<file path="config.mk">
export PLATFORM = sky130hd
export DESIGN_NAME = shift_sub_div
export DESIGN_NICKNAME = d
export VERILOG_FILES = /design/src/rtl/shift_sub_div.sv
export SDC_FILE = /design/constraint.sdc
export NUM_CORES = 1
export LEC_CHECK = 0
export BUFFER_PORTS_ARGS = -buffer_cell sky130_fd_sc_hd__buf_2
export CAP_MARGIN = 20
export CORE_MARGIN = 5
export CORE_UTILIZATION = 39
export DETAILED_ROUTE_END_ITERATION = 8
export PLACE_DENSITY = 0.66
export RECOVER_POWER = 25
export SYNTH_ARGS = -nofsm -noshare
export SYNTH_HDL_FRONTEND = slang
export SYNTH_SLANG_ARGS = --single-unit
export TNS_END_PERCENT = 10
</file>
<file path="constraint.sdc">
create_clock -name clk -period 1.8 [get_ports clk]
set_input_delay 0.09 -clock clk [delete_from_list [all_inputs] [get_ports clk]]
set_output_delay 0.09 -clock clk [all_outputs]
set_load 0.01 [all_outputs]
</file>
<file path="src/rtl/shift_sub_div.sv">
// shift_sub_div: sequential restoring divider, one quotient bit per clock.
// Ports: clk, n_rst (sync active-low), start, dividend, divisor -> busy, done,
// quotient, remainder, dbz. Define SHIFT_SUB_DIV_SIGNED_EN for two's complement.
module shift_sub_div #(
  parameter int WIDTH = 8
) (
  input  logic             clk,
  input  logic             n_rst,
  input  logic             start,
  input  logic [WIDTH-1:0] dividend,
  input  logic [WIDTH-1:0] divisor,
  output logic             busy,
  output logic             done,
  output logic [WIDTH-1:0] quotient,
  output logic [WIDTH-1:0] remainder,
  output logic             dbz
);

  localparam int CW = $clog2(WIDTH + 1);

  localparam logic [0:0] S_IDLE = 1'b0;
  localparam logic [0:0] S_BUSY = 1'b1;

  logic [0:0]       state;
  logic [WIDTH:0]   rem_s;
  logic [WIDTH-1:0] quo_s;
  logic [WIDTH-1:0] div_s;
  logic [CW-1:0]    cnt;
  // divide-by-zero result is published one edge after acceptance
  logic             pend;

  logic [WIDTH:0]   sh;
  logic [WIDTH+1:0] diff;
  logic             ge;
  logic [WIDTH:0]   rem_n;
  logic [WIDTH-1:0] quo_n;
  logic [WIDTH-1:0] fin_q;
  logic [WIDTH-1:0] fin_r;
  logic [WIDTH-1:0] ld_a;
  logic [WIDTH-1:0] ld_b;

`ifdef SHIFT_SUB_DIV_SIGNED_EN
  logic sgn_a;
  logic sgn_b;

  always_comb begin
    ld_a = dividend[WIDTH-1] ? (~dividend + 1'b1) : dividend;
    ld_b = divisor[WIDTH-1] ? (~divisor + 1'b1) : divisor;
    fin_q = (sgn_a ^ sgn_b) ? (~quo_n + 1'b1) : quo_n;
    fin_r = sgn_a ? (~rem_n[WIDTH-1:0] + 1'b1) : rem_n[WIDTH-1:0];
  end

  always_ff @(posedge clk) begin
    if (!n_rst) begin
      sgn_a <= 1'b0;
      sgn_b <= 1'b0;
    end else if (state == S_IDLE && !pend && start) begin
      sgn_a <= dividend[WIDTH-1];
      sgn_b <= divisor[WIDTH-1];
    end
  end
`else
  always_comb begin
    ld_a  = dividend;
    ld_b  = divisor;
    fin_q = quo_n;
    fin_r = rem_n[WIDTH-1:0];
  end
`endif

  // Shift {rem_s,quo_s} left and try subtracting the divisor.
  // A set guard bit means the shifted value already exceeds the divisor.
  always_comb begin
    sh    = {rem_s[WIDTH-1:0], quo_s[WIDTH-1]};
    diff  = {1'b0, sh} - {2'b00, div_s};
    ge    = rem_s[WIDTH] | ~diff[WIDTH+1];
    rem_n = ge ? diff[WIDTH:0] : sh;
    quo_n = {quo_s[WIDTH-2:0], ge};
  end

  // cnt is still 0 in the first BUSY cycle, so busy spans edges k+1..k+WIDTH-1
  assign busy = (state == S_BUSY) && (cnt != '0);

  always_ff @(posedge clk) begin
    if (!n_rst) begin
      state     <= S_IDLE;
      rem_s     <= '0;
      quo_s     <= '0;
      div_s     <= '0;
      cnt       <= '0;
      pend      <= 1'b0;
      done      <= 1'b0;
      dbz       <= 1'b0;
      quotient  <= '0;
      remainder <= '0;
    end else begin
      done <= 1'b0;
      unique case (state)
        S_IDLE: begin
          if (pend) begin
            pend      <= 1'b0;
            done      <= 1'b1;
            dbz       <= 1'b1;
            quotient  <= '1;
            remainder <= quo_s;
          end else if (start) begin
            if (divisor == '0) begin
              pend  <= 1'b1;
              quo_s <= dividend;
            end else begin
              quo_s <= ld_a;
              div_s <= ld_b;
              rem_s <= '0;
              cnt   <= '0;
              state <= S_BUSY;
            end
          end
        end
        S_BUSY: begin
          rem_s <= rem_n;
          quo_s <= quo_n;
          cnt   <= cnt + 1'b1;
          if (cnt == CW'(WIDTH - 1)) begin
            quotient  <= fin_q;
            remainder <= fin_r;
            done      <= 1'b1;
            dbz       <= 1'b0;
            state     <= S_IDLE;
          end
        end
        default: state <= S_IDLE;
      endcase
    end
  end

endmodule

</file>
Yosys cells after proc, flatten, opt, wreduce, memory -nomap -nowiden --
Cells that the tools add are included.
Storage, ports and cells: bits in registers 49, bits in latches 0, memory bits (writable) 0, memory bits (read-only) 0, input port bits 19, output and inout bits 19, memories kept 0
Cells by class: add/sub/neg operators 2, $mul 0, divide/modulo/power cells 0, order comparisons 0, equal/unequal tests 6, shifts and indexed selects 0, multiplexer cells 32, bitwise gates (word level) 5, reductions and logical operators 7
Operator list (count):
- 8-bit 2-to-1 mux | 6
- 8-bit one-hot mux with 2 select lines | 3
- 9-bit 2-to-1 mux | 4
- 9-bit one-hot mux with 2 select lines | 1
- 4-bit 2-to-1 mux | 3
- 1-bit 2-to-1 mux | 11
- 9-bit by 8-bit subtractor with 10-bit output | 1
- 8-bit zero test | 1
- 2-bit inequality test (second input constant) | 4
- 4-bit one-hot mux with 2 select lines | 1
- 1-bit one-hot mux with 2 select lines | 3
- 4-bit by 1-bit adder with 4-bit output (second input constant) | 1
- 4-bit by 3-bit equality test with 1-bit output (second input constant) | 1
- 1-bit NOT | 4
- 2-bit AND reduction | 2
- 4-bit AND reduction | 1
- 4-bit nonzero test | 1
- 3-bit AND reduction | 1
- 2-bit by 1-bit inequality test with 1-bit output (second input constant) | 1
- 1-bit logical AND | 1
- 1-bit bitwise OR | 1

Longest topological paths before layout --
Gate-level depths: netlist (run 1).
depth in word-level cells 6, gate-level depth with buffers 9, depth with buffers taken out 9

Worst setup path before layout (run 1) --
Ideal clock, no wire load.
path type register to register, start register quo_s[7], end register rem_s[8], setup time 62 ps, arrival time 1986 ps, required time 1738 ps, path slack -248 ps, cell stages (with the launch flop) 10, cells stage by stage dfxtp_1 > inv_1 > ha_1 > inv_1 > fa_1 > a31o_2 > a31oi_1 > a21oi_1 > or4_1 > nand3_1
On the way: longest elaborated chain between the ends 5
RTL lines:
- start: declaration | RTL line 26 | logic [WIDTH-1:0] quo_s;
- start signal: assignment | RTL line 109 | quo_s <= dividend;
- start signal: assignment | RTL line 111 | quo_s <= ld_a;
- start signal: assignment | RTL line 121 | quo_s <= quo_n;
- 9-bit by 8-bit subtractor with 10-bit output (*) | RTL line 75 | diff = {1'b0, sh} - {2'b00, div_s};
- 1-bit NOT | RTL line 76 | ge = rem_s[WIDTH] | ~diff[WIDTH+1];
- 1-bit bitwise OR | RTL line 76
- 9-bit 2-to-1 mux (*) | RTL line 77 | rem_n = ge ? diff[WIDTH:0] : sh;
- 9-bit one-hot mux with 2 select lines (*) | RTL line 98 | unique case (state)
- end signal: assignment | RTL line 120 | rem_s <= rem_n;
- end: declaration | RTL line 25 | logic [WIDTH:0] rem_s;
Mark *: on every way between the ends. The rest lies on a longest branch, timed or not. A chain may end at the register's enable or synchronous reset.

Worst setup path after layout (run 1) --
start register div_s[1], end register rem_s[8]
On the way: longest elaborated chain between the ends 5
RTL lines:
- start: declaration | RTL line 27 | logic [WIDTH-1:0] div_s;
- start signal: assignment | RTL line 112 | div_s <= ld_b;
- 9-bit by 8-bit subtractor with 10-bit output (*) | RTL line 75
- 1-bit NOT | RTL line 76
- 1-bit bitwise OR | RTL line 76
- 9-bit 2-to-1 mux (*) | RTL line 77
- 9-bit one-hot mux with 2 select lines (*) | RTL line 98
Marked as above.

==> reports/summary.json, run 1 <==
{
  "worst_ir_drop_vdd": {"value": 458, "unit": "uV"},
  "antenna_left": {"value": 0},
  "global_route.overflow_total": {"value": 0},
  "max_freq": {"value": 497, "unit": "MHz"},
  "clock_share_of_power": {"value": 0.235},
  "die_x": {"value": 88.2, "unit": "um"},
  "postPlaceCellArea": {"value": 3040, "unit": "um2"},
  "grt_first_pass_wirelength": {"value": 10400, "unit": "um"},
  "cts-root-to-sink-buffers": {"value": 2},
  "power.density_cell_area": {"value": 910, "unit": "nW/um2"},
  "mappedNetlistNets": {"value": 298},
  "outcome": {"value": "finished, violations left"},
  "deepest_level_of_the_cts_h_tree": {"value": 2},
  "leakage": {"value": 1.43, "unit": "nW"},
  "grt_start_max_net_pins": {"value": 29},
  "synth_cell_type_count": {"value": 49},
  "overall_global_routing_usage": {"value": 0.172},
  "report.power.total": {"value": 0.00297, "unit": "W"},
  "grt_pass1_vias": {"value": 2217},
  "placement_rows": {"value": 28},
  "relSlewSlack": {"value": 0.620},
  "timing.reg2reg.worst_path_depth": {"value": 9},
  "detail_route.iter0.violations": {"value": 163},
  "flow.area_growth_from_synthesis": {"value": 36.8, "unit": "%"},
  "core_area": {"value": 5920, "unit": "um2"},
  "drc": {"value": 0},
  "synthMostInstantiatedCell": {"value": "dfxtp_1"},
  "power_switching_share": {"value": 0.314},
  "final_design_area_no_fill": {"value": 3260, "unit": "um2"},
  "insertion_delay": {"value": 310, "unit": "ps"},
  "finalCritPeriodShare": {"value": 1.12},
  "number_of_synthesized_flops_with_an_enable_pin": {"value": 0},
  "final.min_clock_period": {"value": 2010, "unit": "ps"},
  "setup-tns-final": {"value": -1190, "unit": "ps"},
  "dp.final_hpwl": {"value": 4720, "unit": "um"},
  "violations": {"value": "setup timing"},
  "finalWorstSetupSlack": {"value": -211, "unit": "ps"},
  "sequential_cell_area": {"value": 990, "unit": "um2"},
  "vias_per_cell": {"value": 5.11},
  "timing.critical_path.from_type": {"value": "flip-flop"},
  "mappedNetlistArea": {"value": 2380, "unit": "um2"},
  "drt_pre_antenna_iters": {"value": 4},
  "rsz0062_at_grt": {"value": "yes"},
  "final-setup-viol-count": {"value": 17},
  "core_util_final": {"value": 0.551},
  "holdCritPathClass": {"value": "in2reg"},
  "wirelength": {"value": 6290, "unit": "um"},
  "antenna-diode-count": {"value": 0},
  "antenna_found_initial": {"value": 0},
  "synth_top_cells_by_count": {"value": "49 x dfxtp_1, 39 x nor2_1, 19 x mux2i_1"},
  "timing.hold.ws": {"value": 23.9, "unit": "ps"},
  "timing.final.max_slew_violations": {"value": 0},
  "finalWeightedCongestion": {"value": 0.775},
  "syn-instance-count": {"value": 268},
  "yosys_warnings": {"value": 0},
  "layout.filler_cells": {"value": 562},
  "skew": {"value": 5.36, "unit": "ps"},
  "ys_async_sr_fraction": {"value": 0},
  "worst_ep_required_time": {"value": 2060, "unit": "ps"},
  "worstMarginPinSlew": {"value": 568, "unit": "ps"},
  "ys_ff_latch": {"value": 49},
  "avgRoutedWirePerCell": {"value": 14.6, "unit": "um"},
  "multi_input_comb_area": {"value": 1410, "unit": "um2"},
  "synth.top_cell.area_share": {"value": 0.411},
  "via_count": {"value": 2208},
  "floorplan.io_pins": {"value": 38},
  "cts-root-buf": {"value": "clkbuf_8"},
  "cts_inserted_buffers": {"value": 5},
  "final_hold_viol_count": {"value": 0},
  "power_frac_comb": {"value": 0.367},
  "seq_area_frac_synth": {"value": 0.411},
  "worstHoldPathCells": {"value": 3},
  "starting_utilization_of_the_core_area": {"value": 0.403},
  "layout-drive-gt1-share": {"value": 0.375},
  "sequentialPowerShare": {"value": 0.398},
  "die_area": {"value": 7780, "unit": "um2"},
  "die-height": {"value": 88.2, "unit": "um"},
  "worst_ep_arrival": {"value": 2280, "unit": "ps"},
  "place.port_buffers": {"value": 37},
  "post_synth_main_area_contributors": {"value": "dfxtp_1 41%, mux2i_1 8.0%, nor2_1 6.1%"},
  "syn_avg_cell_area": {"value": 8.90, "unit": "um2"},
  "maxCapViolations": {"value": 0},
  "clkSinkCount": {"value": 49},
  "power.net_switching": {"value": 0.000932, "unit": "W"},
  "cts_tree": {"value": "yes"},
  "postSynth.topFlopCell": {"value": "dfxtp_1"},
  "clk_pin_slew_worst_paths": {"value": 100, "unit": "ps"},
  "finalNetCount": {"value": 386},
  "critPathCaptureType": {"value": "flip-flop"},
  "worst-path-max-fanout": {"value": 5},
  "cellInternalPower": {"value": 0.00204, "unit": "W"},
  "cts-hold-fix-buffers": {"value": 0},
  "cell_taking_the_most_area_after_synthesis": {"value": "dfxtp_1"},
  "type_of_the_worst_setup_path": {"value": "reg2reg"}
}
## sequential cells by signal, indices dropped and copies added, names as in the netlist, 4 cells and up
register	cells
quotient	8
quo_s	8
div_s	8
remainder	8
rem_s	9
cnt	4
## timing repair
item | 4_1_cts | 5_1_grt
endpoints found under the setup margin | 28 | 18
setup buffers | 6 | 1
pin swaps | 8 | 7
resized for setup | 14 | 15
endpoints found under the hold margin | 0 | 0
## worst paths after layout
kind	start	to	slack (ps)
setup / recovery	div_s[1]	rem_s[8]	-210
hold / removal	divisor[7]	div_s[7]	20
setup reg to reg	div_s[1]	rem_s[8]	-210
hold reg to reg	dbz	dbz	490
## cells by family after synthesis
family | Yosys count | share of synthesized area
fa+ha+maj | 11 | 0.0609
xor+xnor | 6 | 0.0220
mux | 22 | 0.0939
compound gates | 64 | 0.187
flops | 49 | 0.411
buf+inv | 28 | 0.0488
simple gates | 88 | 0.176
## through the flow
stage,worst slack (ps),std cells
6_report,-211,432
5_1_grt,-277,432
4_1_cts,-164,431
3_5_place_dp,-273,417
3_3_place_gp,-192,417
2_1_floorplan,-141,268
## per-layer routing
metal  share of wire  global-route usage  vias to the layer above
li1                -                   -                     1124
met5               0                   0                        -
met2            0.50               0.296                       20
met1            0.46               0.218                     1056
met3           0.024              0.0301                        8
met4           0.013              0.0536                        0
## placed cells by master (no fill, tap or decap), drive strengths merged, types with 2 or more instances in the layout
master | netlist | final
nor2 | 39 | 39
nand2b | 2 | 2
o221a | 6 | 6
a31oi | 7 | 7
nand4 | 2 | 2
nor4 | 4 | 4
o21a | 2 | 2
nor2b | 4 | 4
nand2 | 18 | 18
xor2 | 5 | 5
ha | 10 | 10
nand3 | 5 | 5
a211oi | 2 | 2
o21ai | 14 | 14
mux2i | 19 | 19
nor3b | 3 | 3
a21oi | 18 | 18
or3 | 2 | 2
nor4b | 2 | 2
a31o | 2 | 2
dfxtp | 49 | 49
o22ai | 2 | 2
mux2 | 3 | 3
inv | 13 | 14
nor3 | 2 | 2
buf | 6 | 84
clkbuf | 8 | 17
a21o | 3 | 3
a22oi | 3 | 3
## power by group through the flow
stage	clock, W	combinational, W	sequential, W
final	0.000697	0.00109	0.00118
after global routing	0.000772	0.00117	0.00119
after CTS	0.000711	0.00103	0.00118
after detailed placement	0	0.000899	0.00120
after global placement	0	0.000874	0.00120
after floorplan	0	0.000558	0.00119
## critical path: stages, from the launching register on
cell	delay, ps
dfxtp_2	350
inv_2	50
ha_4	250
nor2b_4	130
o21ai_2	70
o21ai_2	200
a41oi_4	170
buf_6	170
or4_4	480
nand3_2	80
## area by class of cell
| class | count | share of cell area |
|---|---|---|
| Multi-Input combinational cell | 191 | 0.432 |
| Sequential cell | 49 | 0.303 |
| Timing Repair Buffer | 96 | 0.193 |
| Tap cell | 75 | 0.0288 |
| Clock buffer | 5 | 0.0211 |
| Inverter | 13 | 0.0150 |
| Clock inverter | 3 | 0.00767 |
Power figures use the tool's default switching activity.
==> inputs of run 2 (changes only) <==
--- a/config.mk
+++ b/config.mk
@@ -5,12 +5,13 @@
 export SDC_FILE = /design/constraint.sdc
 export NUM_CORES = 1
 export LEC_CHECK = 0
+export ABC_AREA = 1
 export BUFFER_PORTS_ARGS = -buffer_cell sky130_fd_sc_hd__buf_2
 export CAP_MARGIN = 20
 export CORE_MARGIN = 5
-export CORE_UTILIZATION = 39
+export CORE_UTILIZATION = 25
 export DETAILED_ROUTE_END_ITERATION = 8
-export PLACE_DENSITY = 0.66
+export PLACE_DENSITY = 0.46
 export RECOVER_POWER = 25
 export SYNTH_ARGS = -nofsm -noshare
 export SYNTH_HDL_FRONTEND = slang
==> constraint.sdc (replaced) <==
create_clock -name clk -period 2 [get_ports clk]
set_input_delay 0.1 -clock clk [delete_from_list [all_inputs] [get_ports clk]]
set_output_delay 0.1 -clock clk [all_outputs]
set_load 0.01 [all_outputs]
==> run 2 against run 1 <==
Net effect: the flow now finishes without violations; global-route usage decreased by 5.6 points; maximum frequency up 8.3%; combinational power is essentially flat; synthesized cell count up 42%; count of clock-buffer cells in the layout is the same; utilization down 23 points; non-clock buffer count is 46 lower; largest cell class unchanged; largest power group unchanged.
==> reports/summary.json, run 2 <==
{
  "cell_taking_the_most_area_after_synthesis": {"value": "dfxtp_1", "change": "unchanged"},
  "floorplan.io_pins": {"value": 38, "change": "unchanged"},
  "max_freq": {"value": 539, "unit": "MHz", "change": "was 497 MHz"},
  "worst_ep_arrival": {"value": 2110, "unit": "ps", "change": "was 2280 ps"},
  "yosys_warnings": {"value": 0, "change": "unchanged"},
  "max_reg_flops": {"value": 9, "change": "unchanged"},
  "ys_async_sr_fraction": {"value": 0, "change": "unchanged"},
  "synth_cell_type_count": {"value": 31, "change": "was 49"},
  "syn_avg_cell_area": {"value": 6.88, "unit": "um2", "change": "was 8.90 um2"},
  "synth.top_cell.area_share": {"value": 0.374, "change": "was 0.411"},
  "finalWorstSetupSlack": {"value": 144, "unit": "ps", "change": "was -211 ps"},
  "final.min_clock_period": {"value": 1860, "unit": "ps", "change": "was 2010 ps"},
  "wirelength": {"value": 7350, "unit": "um", "change": "was 6290 um"},
  "timing.reg2reg.worst_path_depth": {"value": 11, "change": "was 9"},
  "detailedPlace.worstSlack": {"value": 104, "unit": "ps", "change": "was -273 ps"},
  "ys_ff_latch": {"value": 49, "change": "unchanged"},
  "post_synth_main_area_contributors": {"value": "dfxtp_1 37%, nand2_1 11%, inv_1 9.2%", "change": "was dfxtp_1 41%, mux2i_1 8.0%, nor2_1 6.1%"},
  "cts_inserted_buffers": {"value": 5, "change": "unchanged"},
  "deepest_level_of_the_cts_h_tree": {"value": 2, "change": "unchanged"},
  "die_area": {"value": 12600, "unit": "um2", "change": "was 7780 um2"},
  "finalNetCount": {"value": 455, "change": "was 386"},
  "clk_pin_slew_worst_paths": {"value": 100, "unit": "ps", "change": "about the same"},
  "finalWeightedCongestion": {"value": 0.822, "change": "was 0.775"},
  "worstHoldPathCells": {"value": 3, "change": "unchanged"},
  "path_cells": {"value": "ha_4 > inv_1 > nor2_1 > a21oi_2 > nand3_2 > nor2_4 > clkbuf_2 > nand3_1 > nand3_1 > nand2_1 > inv_1", "change": "was inv_2 > ha_4 > nor2b_4 > o21ai_2 > o21ai_2 > a41oi_4 > buf_6 > or4_4 > nand3_2"},
  "drt_pre_antenna_iters": {"value": 4, "change": "unchanged"},
  "layout.cells.most_common": {"value": "nand2_1", "change": "was buf_4"},
  "type_of_the_worst_setup_path": {"value": "reg2reg", "change": "unchanged"},
  "hp-start": {"value": "dividend[4]", "change": "was divisor[7]"},
  "drc": {"value": 0, "change": "unchanged"},
  "antenna-diode-count": {"value": 0, "change": "unchanged"},
  "synth_top_cells_by_count": {"value": "79 x nand2_1, 64 x inv_1, 49 x dfxtp_1", "change": "was 49 x dfxtp_1, 39 x nor2_1, 19 x mux2i_1"},
  "detail_route.iter0.violations": {"value": 160, "change": "was 163"},
  "regMostFlops": {"value": "rem_s", "change": "unchanged"},
  "global_route.overflow_total": {"value": 0, "change": "unchanged"},
  "worstMarginPinSlew": {"value": 608, "unit": "ps", "change": "was 568 ps"},
  "core_area": {"value": 10300, "unit": "um2", "change": "was 5920 um2"},
  "syn-instance-count": {"value": 381, "change": "was 268"},
  "grt_first_pass_wirelength": {"value": 12000, "unit": "um", "change": "was 10400 um"},
  "dp.final_hpwl": {"value": 5430, "unit": "um", "change": "was 4720 um"},
  "placement_rows": {"value": 37, "change": "was 28"},
  "die-height": {"value": 112, "unit": "um", "change": "was 88.2 um"},
  "holdCritPathClass": {"value": "in2reg", "change": "unchanged"},
  "timing.final.max_slew_violations": {"value": 0, "change": "unchanged"},
  "mappedNetlistArea": {"value": 2620, "unit": "um2", "change": "was 2380 um2"},
  "final_cell_mix": {"value": "77 x nand2_1, 63 x inv_1, 46 x dfxtp_1", "change": "was 55 x buf_4, 42 x dfxtp_1, 39 x nor2_1"},
  "cts-hold-fix-buffers": {"value": 0, "change": "unchanged"},
  "overall_global_routing_usage": {"value": 0.116, "change": "was 0.172"},
  "setup-tns-final": {"value": 0, "unit": "ps", "change": "was -1190 ps"},
  "worst_ep_required_time": {"value": 2250, "unit": "ps", "change": "was 2060 ps"},
  "postPlaceCellArea": {"value": 2980, "unit": "um2", "change": "was 3040 um2"},
  "cts-root-to-sink-buffers": {"value": 2, "change": "unchanged"},
  "reg_to_reg_endpoint": {"value": "remainder[0]", "change": "was rem_s[8]"},
  "relSlewSlack": {"value": 0.592, "change": "was 0.620"},
  "critPathSlowestCell": {"value": "dfxtp_1", "change": "was or4_4"},
  "clkSinkCount": {"value": 49, "change": "unchanged"},
  "grt_start_max_net_pins": {"value": 32, "change": "was 29"},
  "avgRoutedWirePerCell": {"value": 13.1, "unit": "um", "change": "was 14.6 um"},
  "cts_tree": {"value": "yes", "change": "unchanged"},
  "finalCritPeriodShare": {"value": 0.928, "change": "was 1.12"},
  "outcome": {"value": "complete, no violations", "change": "was finished, violations left"},
  "starting_utilization_of_the_core_area": {"value": 0.255, "change": "was 0.403"},
  "timing.critical_path.from_type": {"value": "flip-flop", "change": "unchanged"},
  "maxCapViolations": {"value": 0, "change": "unchanged"},
  "insertion_delay": {"value": 310, "unit": "ps", "change": "about the same"},
  "via_count": {"value": 2517, "change": "was 2208"},
  "postSynth.topFlopCell": {"value": "dfxtp_1", "change": "unchanged"},
  "layout-drive-gt1-share": {"value": 0.171, "change": "was 0.375"},
  "mappedNetlistNets": {"value": 411, "change": "was 298"},
  "crit_path_max_incr_delay": {"value": 460, "unit": "ps", "change": "was 480 ps"},
  "regToRegSetupSlack": {"value": 140, "unit": "ps", "change": "was -210 ps"},
  "critPathCaptureType": {"value": "flip-flop", "change": "unchanged"},
  "seq_area_frac_synth": {"value": 0.374, "change": "was 0.411"},
  "final-setup-viol-count": {"value": 0, "change": "was 17"},
  "vias_per_cell": {"value": 4.48, "change": "was 5.11"},
  "rr_startpoint": {"value": "rem_s[6]", "change": "was div_s[1]"},
  "core_util_final": {"value": 0.317, "change": "was 0.551"},
  "grt_pass1_vias": {"value": 2449, "change": "was 2217"},
  "place.port_buffers": {"value": 37, "change": "unchanged"},
  "flow.area_growth_from_synthesis": {"value": 24.1, "unit": "%", "change": "was 36.8%"},
  "die_x": {"value": 112, "unit": "um", "change": "was 88.2 um"},
  "power.density_cell_area": {"value": 931, "unit": "nW/um2", "change": "was 910 nW/um2"},
  "number_of_synthesized_flops_with_an_enable_pin": {"value": 0, "change": "unchanged"},
  "timing.hold.worst_endpoint": {"value": "quo_s[4]", "change": "was div_s[7]"},
  "antenna_left": {"value": 0, "change": "unchanged"},
  "final_design_area_no_fill": {"value": 3260, "unit": "um2", "change": "about the same"},
  "final_hold_viol_count": {"value": 0, "change": "unchanged"},
  "worst_ir_drop_vdd": {"value": 413, "unit": "uV", "change": "was 458 uV"},
  "skew": {"value": 9.85, "unit": "ps", "change": "was 5.36 ps"},
  "cts-root-buf": {"value": "clkbuf_8", "change": "unchanged"},
  "synthMostInstantiatedCell": {"value": "nand2_1", "change": "was dfxtp_1"},
  "worst-path-max-fanout": {"value": 4, "change": "was 5"},
  "leakage": {"value": 1.55, "unit": "nW", "change": "was 1.43 nW"},
  "antenna_found_initial": {"value": 0, "change": "unchanged"}
}
[run 2: layer usage]
metal  vias to the layer above  routed length (um)  global-route usage
li1                       1319                   -                   -
met1                      1142                3490               0.154
met2                        47                3470               0.189
met3                         9                 282              0.0216
met4                         0                 113              0.0369
met5                         -                   0                   0
[run 2: layout make-up]
class / instances / area, um2
timing repair buffer: 50 / 273
sequential: 49 / 985
clock buffer: 5 / 68.8
clock inverter: 3 / 68.8
tap: 136 / 170
inverter: 67 / 256
multi-input combinational: 252 / 1430
fill: 1144 / 7020
[run 2: where the power goes]
part | switching [W] | internal, W | leakage [nW]
Combinational | 0.000608 | 0.000452 | 1.08
Sequential | 0.0000687 | 0.00104 | 0.401
Clock | 0.000360 | 0.000504 | 0.0687
Total | 0.00104 | 0.00200 | 1.55
[run 2: cells by family after synthesis]
group / synth area share
buf+inv: 0.124
fa+ha+maj: 0.0553
xor+xnor: 0.0100
compound gates: 0.163
flops: 0.374
simple gates: 0.274
[run 2: worst max path at each step]
stage / start / cells past startpoint / endpoint
2_1_floorplan: quo_s[7] / 11 / rem_s[4]
3_3_place_gp: rem_s[2] / 11 / remainder[1]
3_5_place_dp: rem_s[2] / 11 / remainder[1]
4_1_cts: rem_s[2] / 12 / remainder[1]
5_1_grt: rem_s[3] / 13 / remainder[4]
6_report: rem_s[6] / 11 / remainder[0]
[run 2: repair_timing]
action / CTS / global route
buffers inserted: 0 / 4
endpoints found under the setup margin: 0 / 16
resized for setup: 0 / 21
[run 2: stage by stage]
step / instances / power, W / hold slack, ps
after floorplan: 381 / 0.00171 / 266
after global placement: 550 / 0.00194 / 384
after detailed placement: 550 / 0.00194 / 391
after CTS: 558 / 0.00280 / 62.9
after global routing: 562 / 0.00325 / 82.3
final: 562 / 0.00303 / 67.8
[run 2: worst max-delay path: cells and delay by family, from the launching register on]
kind / cells / cell delay, ps
compound gates: 1 / 200
buf+inv: 3 / 300
flops: 1 / 460
fa+ha+maj: 1 / 240
simple gates: 6 / 590
==> inputs of run 3 (changes only) <==
--- a/config.mk
+++ b/config.mk
@@ -8,10 +8,11 @@
 export ABC_AREA = 1
 export BUFFER_PORTS_ARGS = -buffer_cell sky130_fd_sc_hd__buf_2
 export CAP_MARGIN = 20
-export CORE_MARGIN = 5
+export CELL_PAD_IN_SITES_DETAIL_PLACEMENT = 1
+export CELL_PAD_IN_SITES_GLOBAL_PLACEMENT = 1
 export CORE_UTILIZATION = 25
 export DETAILED_ROUTE_END_ITERATION = 8
-export PLACE_DENSITY = 0.46
+export PLACE_DENSITY = 0.58
 export RECOVER_POWER = 25
 export SYNTH_ARGS = -nofsm -noshare
 export SYNTH_HDL_FRONTEND = slang
==> constraint.sdc (replaced) <==
create_clock -name clk -period 2 [get_ports clk]
set_input_delay 0.3 -clock clk [delete_from_list [all_inputs] [get_ports clk]]
set_output_delay 0.3 -clock clk [all_outputs]
set_load 0.01 [all_outputs]
==> run 3 against run 2 <==
Net effect: critical path depth up 2; routed wire length is 5.9% higher; via count grew 1.2%; highest routed layer unchanged; flip-flop and latch count is the same; clock power fell by 14%.
==> reports/summary.json, run 3 (same netlist as run 2, synthesis figures left out) <==
{
  "cts-root-to-sink-buffers": {"value": 2, "change": "unchanged"},
  "dpl.cell_count": {"value": 554, "change": "was 550"},
  "setup-tns-final": {"value": 0, "unit": "ps", "change": "unchanged"},
  "global_route.overflow_total": {"value": 0, "change": "unchanged"},
  "power_frac_comb": {"value": 0.350, "change": "about the same"},
  "antenna_left": {"value": 0, "change": "unchanged"},
  "vias_per_cell": {"value": 4.50, "change": "was 4.48"},
  "timing.final.max_slew_violations": {"value": 0, "change": "unchanged"},
  "postPlaceCellArea": {"value": 3010, "unit": "um2", "change": "was 2980 um2"},
  "die_x": {"value": 104, "unit": "um", "change": "was 112 um"},
  "finalWeightedCongestion": {"value": 0.818, "change": "was 0.822"},
  "cts_tree": {"value": "yes", "change": "unchanged"},
  "power_switching_share": {"value": 0.362, "change": "was 0.342"},
  "grt_start_max_net_pins": {"value": 32, "change": "unchanged"},
  "die_area": {"value": 10900, "unit": "um2", "change": "was 12600 um2"},
  "antenna-diode-count": {"value": 0, "change": "unchanged"},
  "sequentialPowerShare": {"value": 0.387, "change": "was 0.365"},
  "cts-root-buf": {"value": "clkbuf_8", "change": "unchanged"},
  "worst_ep_required_time": {"value": 2260, "unit": "ps", "change": "was 2250 ps"},
  "avgRoutedWirePerCell": {"value": 13.8, "unit": "um", "change": "was 13.1 um"},
  "cts_inserted_buffers": {"value": 5, "change": "unchanged"},
  "layout.cells.most_common": {"value": "nand2_1", "change": "unchanged"},
  "clock_share_of_power": {"value": 0.262, "change": "was 0.285"},
  "skew": {"value": 12.0, "unit": "ps", "change": "was 9.85 ps"},
  "layout-drive-gt1-share": {"value": 0.158, "change": "was 0.171"},
  "insertion_delay": {"value": 310, "unit": "ps", "change": "about the same"},
  "final-setup-viol-count": {"value": 0, "change": "unchanged"},
  "maxCapViolations": {"value": 0, "change": "unchanged"},
  "worst_ir_drop_vdd": {"value": 334, "unit": "uV", "change": "was 413 uV"},
  "via_count": {"value": 2548, "change": "was 2517"},
  "critPathCaptureType": {"value": "flip-flop", "change": "unchanged"},
  "timing.critical_path.from_type": {"value": "flip-flop", "change": "unchanged"},
  "layout.filler_cells": {"value": 1301, "change": "was 1144"},
  "finalNetCount": {"value": 459, "change": "was 455"},
  "grt_pass1_vias": {"value": 2614, "change": "was 2449"},
  "flow.area_growth_from_synthesis": {"value": 20.1, "unit": "%", "change": "was 24.1%"},
  "drt_pre_antenna_iters": {"value": 5, "change": "was 4"},
  "die-height": {"value": 104, "unit": "um", "change": "was 112 um"},
  "power.net_switching": {"value": 0.00103, "unit": "W", "change": "was 0.00104 W"},
  "deepest_level_of_the_cts_h_tree": {"value": 2, "change": "unchanged"},
  "cellInternalPower": {"value": 0.00181, "unit": "W", "change": "was 0.00200 W"},
  "finalCritPeriodShare": {"value": 0.944, "change": "was 0.928"},
  "max_freq": {"value": 530, "unit": "MHz", "change": "was 539 MHz"},
  "cts-hold-fix-buffers": {"value": 0, "change": "unchanged"},
  "relSlewSlack": {"value": 0.442, "change": "was 0.592"},
  "path_cells": {"value": "ha_1 > nand2_1 > inv_1 > nand2_2 > nand2_1 > nand2_1 > nand3_1 > nor2_4 > buf_4 > nand3_1 > nand3_1 > nand2_1 > inv_1", "change": "was ha_4 > inv_1 > nor2_1 > a21oi_2 > nand3_2 > nor2_4 > clkbuf_2 > nand3_1 > nand3_1 > nand2_1 > inv_1"},
  "final_cell_mix": {"value": "78 x nand2_1, 64 x inv_1, 46 x dfxtp_1", "change": "was 77 x nand2_1, 63 x inv_1, 46 x dfxtp_1"},
  "worstMarginPinSlew": {"value": 834, "unit": "ps", "change": "was 608 ps"},
  "timing.reg2reg.worst_path_depth": {"value": 13, "change": "was 11"},
  "outcome": {"value": "complete, no violations", "change": "unchanged"},
  "regMostFlops": {"value": "rem_s", "change": "unchanged"},
  "antenna_found_initial": {"value": 0, "change": "unchanged"},
  "overall_global_routing_usage": {"value": 0.147, "change": "was 0.116"},
  "wirelength": {"value": 7790, "unit": "um", "change": "was 7350 um"},
  "final_design_area_no_fill": {"value": 3150, "unit": "um2", "change": "was 3260 um2"},
  "cp.depth": {"value": 13, "change": "was 11"},
  "critPathSlowestCell": {"value": "dfxtp_1", "change": "unchanged"},
  "worst_ep_arrival": {"value": 2150, "unit": "ps", "change": "was 2110 ps"},
  "type_of_the_worst_setup_path": {"value": "reg2reg", "change": "unchanged"},
  "clkSinkCount": {"value": 49, "change": "unchanged"},
  "floorplan.io_pins": {"value": 38, "change": "unchanged"},
  "rsz0062_at_grt": {"value": "yes"},
  "clk_pin_slew_worst_paths": {"value": 110, "unit": "ps", "change": "was 100 ps"},
  "worst-path-max-fanout": {"value": 4, "change": "unchanged"},
  "detail_route.iter0.violations": {"value": 62, "change": "was 160"},
  "critPathTopFamily": {"value": "simple AND/OR/NAND/NOR gates", "change": "unchanged"},
  "drc": {"value": 0, "change": "unchanged"},
  "holdCritPathClass": {"value": "in2reg", "change": "unchanged"},
  "critical_path.n_buffers_inverters": {"value": 3, "change": "unchanged"},
  "max_reg_flops": {"value": 9, "change": "unchanged"},
  "crit_path_max_incr_delay": {"value": 360, "unit": "ps", "change": "was 460 ps"},
  "final_hold_viol_count": {"value": 0, "change": "unchanged"},
  "final.min_clock_period": {"value": 1890, "unit": "ps", "change": "was 1860 ps"},
  "place.port_buffers": {"value": 37, "change": "unchanged"},
  "leakage": {"value": 1.56, "unit": "nW", "change": "was 1.55 nW"},
  "cpMostUsedCell": {"value": "nand2_1"},
  "placement_rows": {"value": 37, "change": "unchanged"},
  "grt_first_pass_wirelength": {"value": 12800, "unit": "um", "change": "was 12000 um"},
  "core_area": {"value": 10200, "unit": "um2", "change": "was 10300 um2"},
  "worstHoldPathCells": {"value": 3, "change": "unchanged"},
  "starting_utilization_of_the_core_area": {"value": 0.256, "change": "was 0.255"},
  "final-instance-count-excl-fill": {"value": 566, "change": "was 562"},
  "power.density_cell_area": {"value": 902, "unit": "nW/um2", "change": "was 931 nW/um2"},
  "dp.final_hpwl": {"value": 5870, "unit": "um", "change": "was 5430 um"}
}
[run 3: layer usage]
metal | GRT usage | routed length, um
met5 | 0 | 0
met4 | 0.0306 | 38
met3 | 0.0232 | 285
met2 | 0.259 | 3780
met1 | 0.188 | 3680
[run 3: worst paths after layout]
check / from / end / slack, ps
min: dividend[7] / quo_s[7] / 260
max: rem_s[3] / rem_s[2] / 110
max reg2reg: rem_s[3] / rem_s[2] / 110
min reg2reg: div_s[0] / div_s[0] / 460
[run 3: tightest hold or removal path: stages]
cell and delay (ps):
buf_2 100, nand2_1 60, a311oi_1 70
[run 3: layout make-up]
cell class | count | area [um2] | area share
multi-input cells | 252 | 1330 | 0.422
flip-flops and latches | 49 | 985 | 0.313
repair buffers | 54 | 297 | 0.0942
inverters | 67 | 256 | 0.0814
well taps | 136 | 170 | 0.0540
clock buffers | 5 | 68.8 | 0.0219
clock inverters | 3 | 43.8 | 0.0139
[run 3: what timing repair did]
| item | CTS | global route |
|---|---|---|
| resized for setup | 0 | 9 |
| setup buffers | 0 | 4 |
| setup endpoints to repair | 0 | 17 |
[run 3: power groups by stage]
stage	clock (W)	sequential (W)	combinational, W
floorplan	0	0.00110	0.000615
global placement	0	0.00112	0.000854
detailed placement	0	0.00112	0.000868
CTS	0.000781	0.00110	0.000871
global route	0.000816	0.00111	0.00112
finish	0.000744	0.00110	0.000995
[run 3: through the flow]
stage               setup WS, ps  utilization  hold slack [ps]  power [W]
floorplan                    372            -              427    0.00171
global placement            35.5        0.294              445    0.00197
detailed placement          81.5        0.294              449    0.00199
CTS                         69.8        0.305              260    0.00275
global route               -47.2        0.308              271    0.00304
finish                       113        0.308              258    0.00284
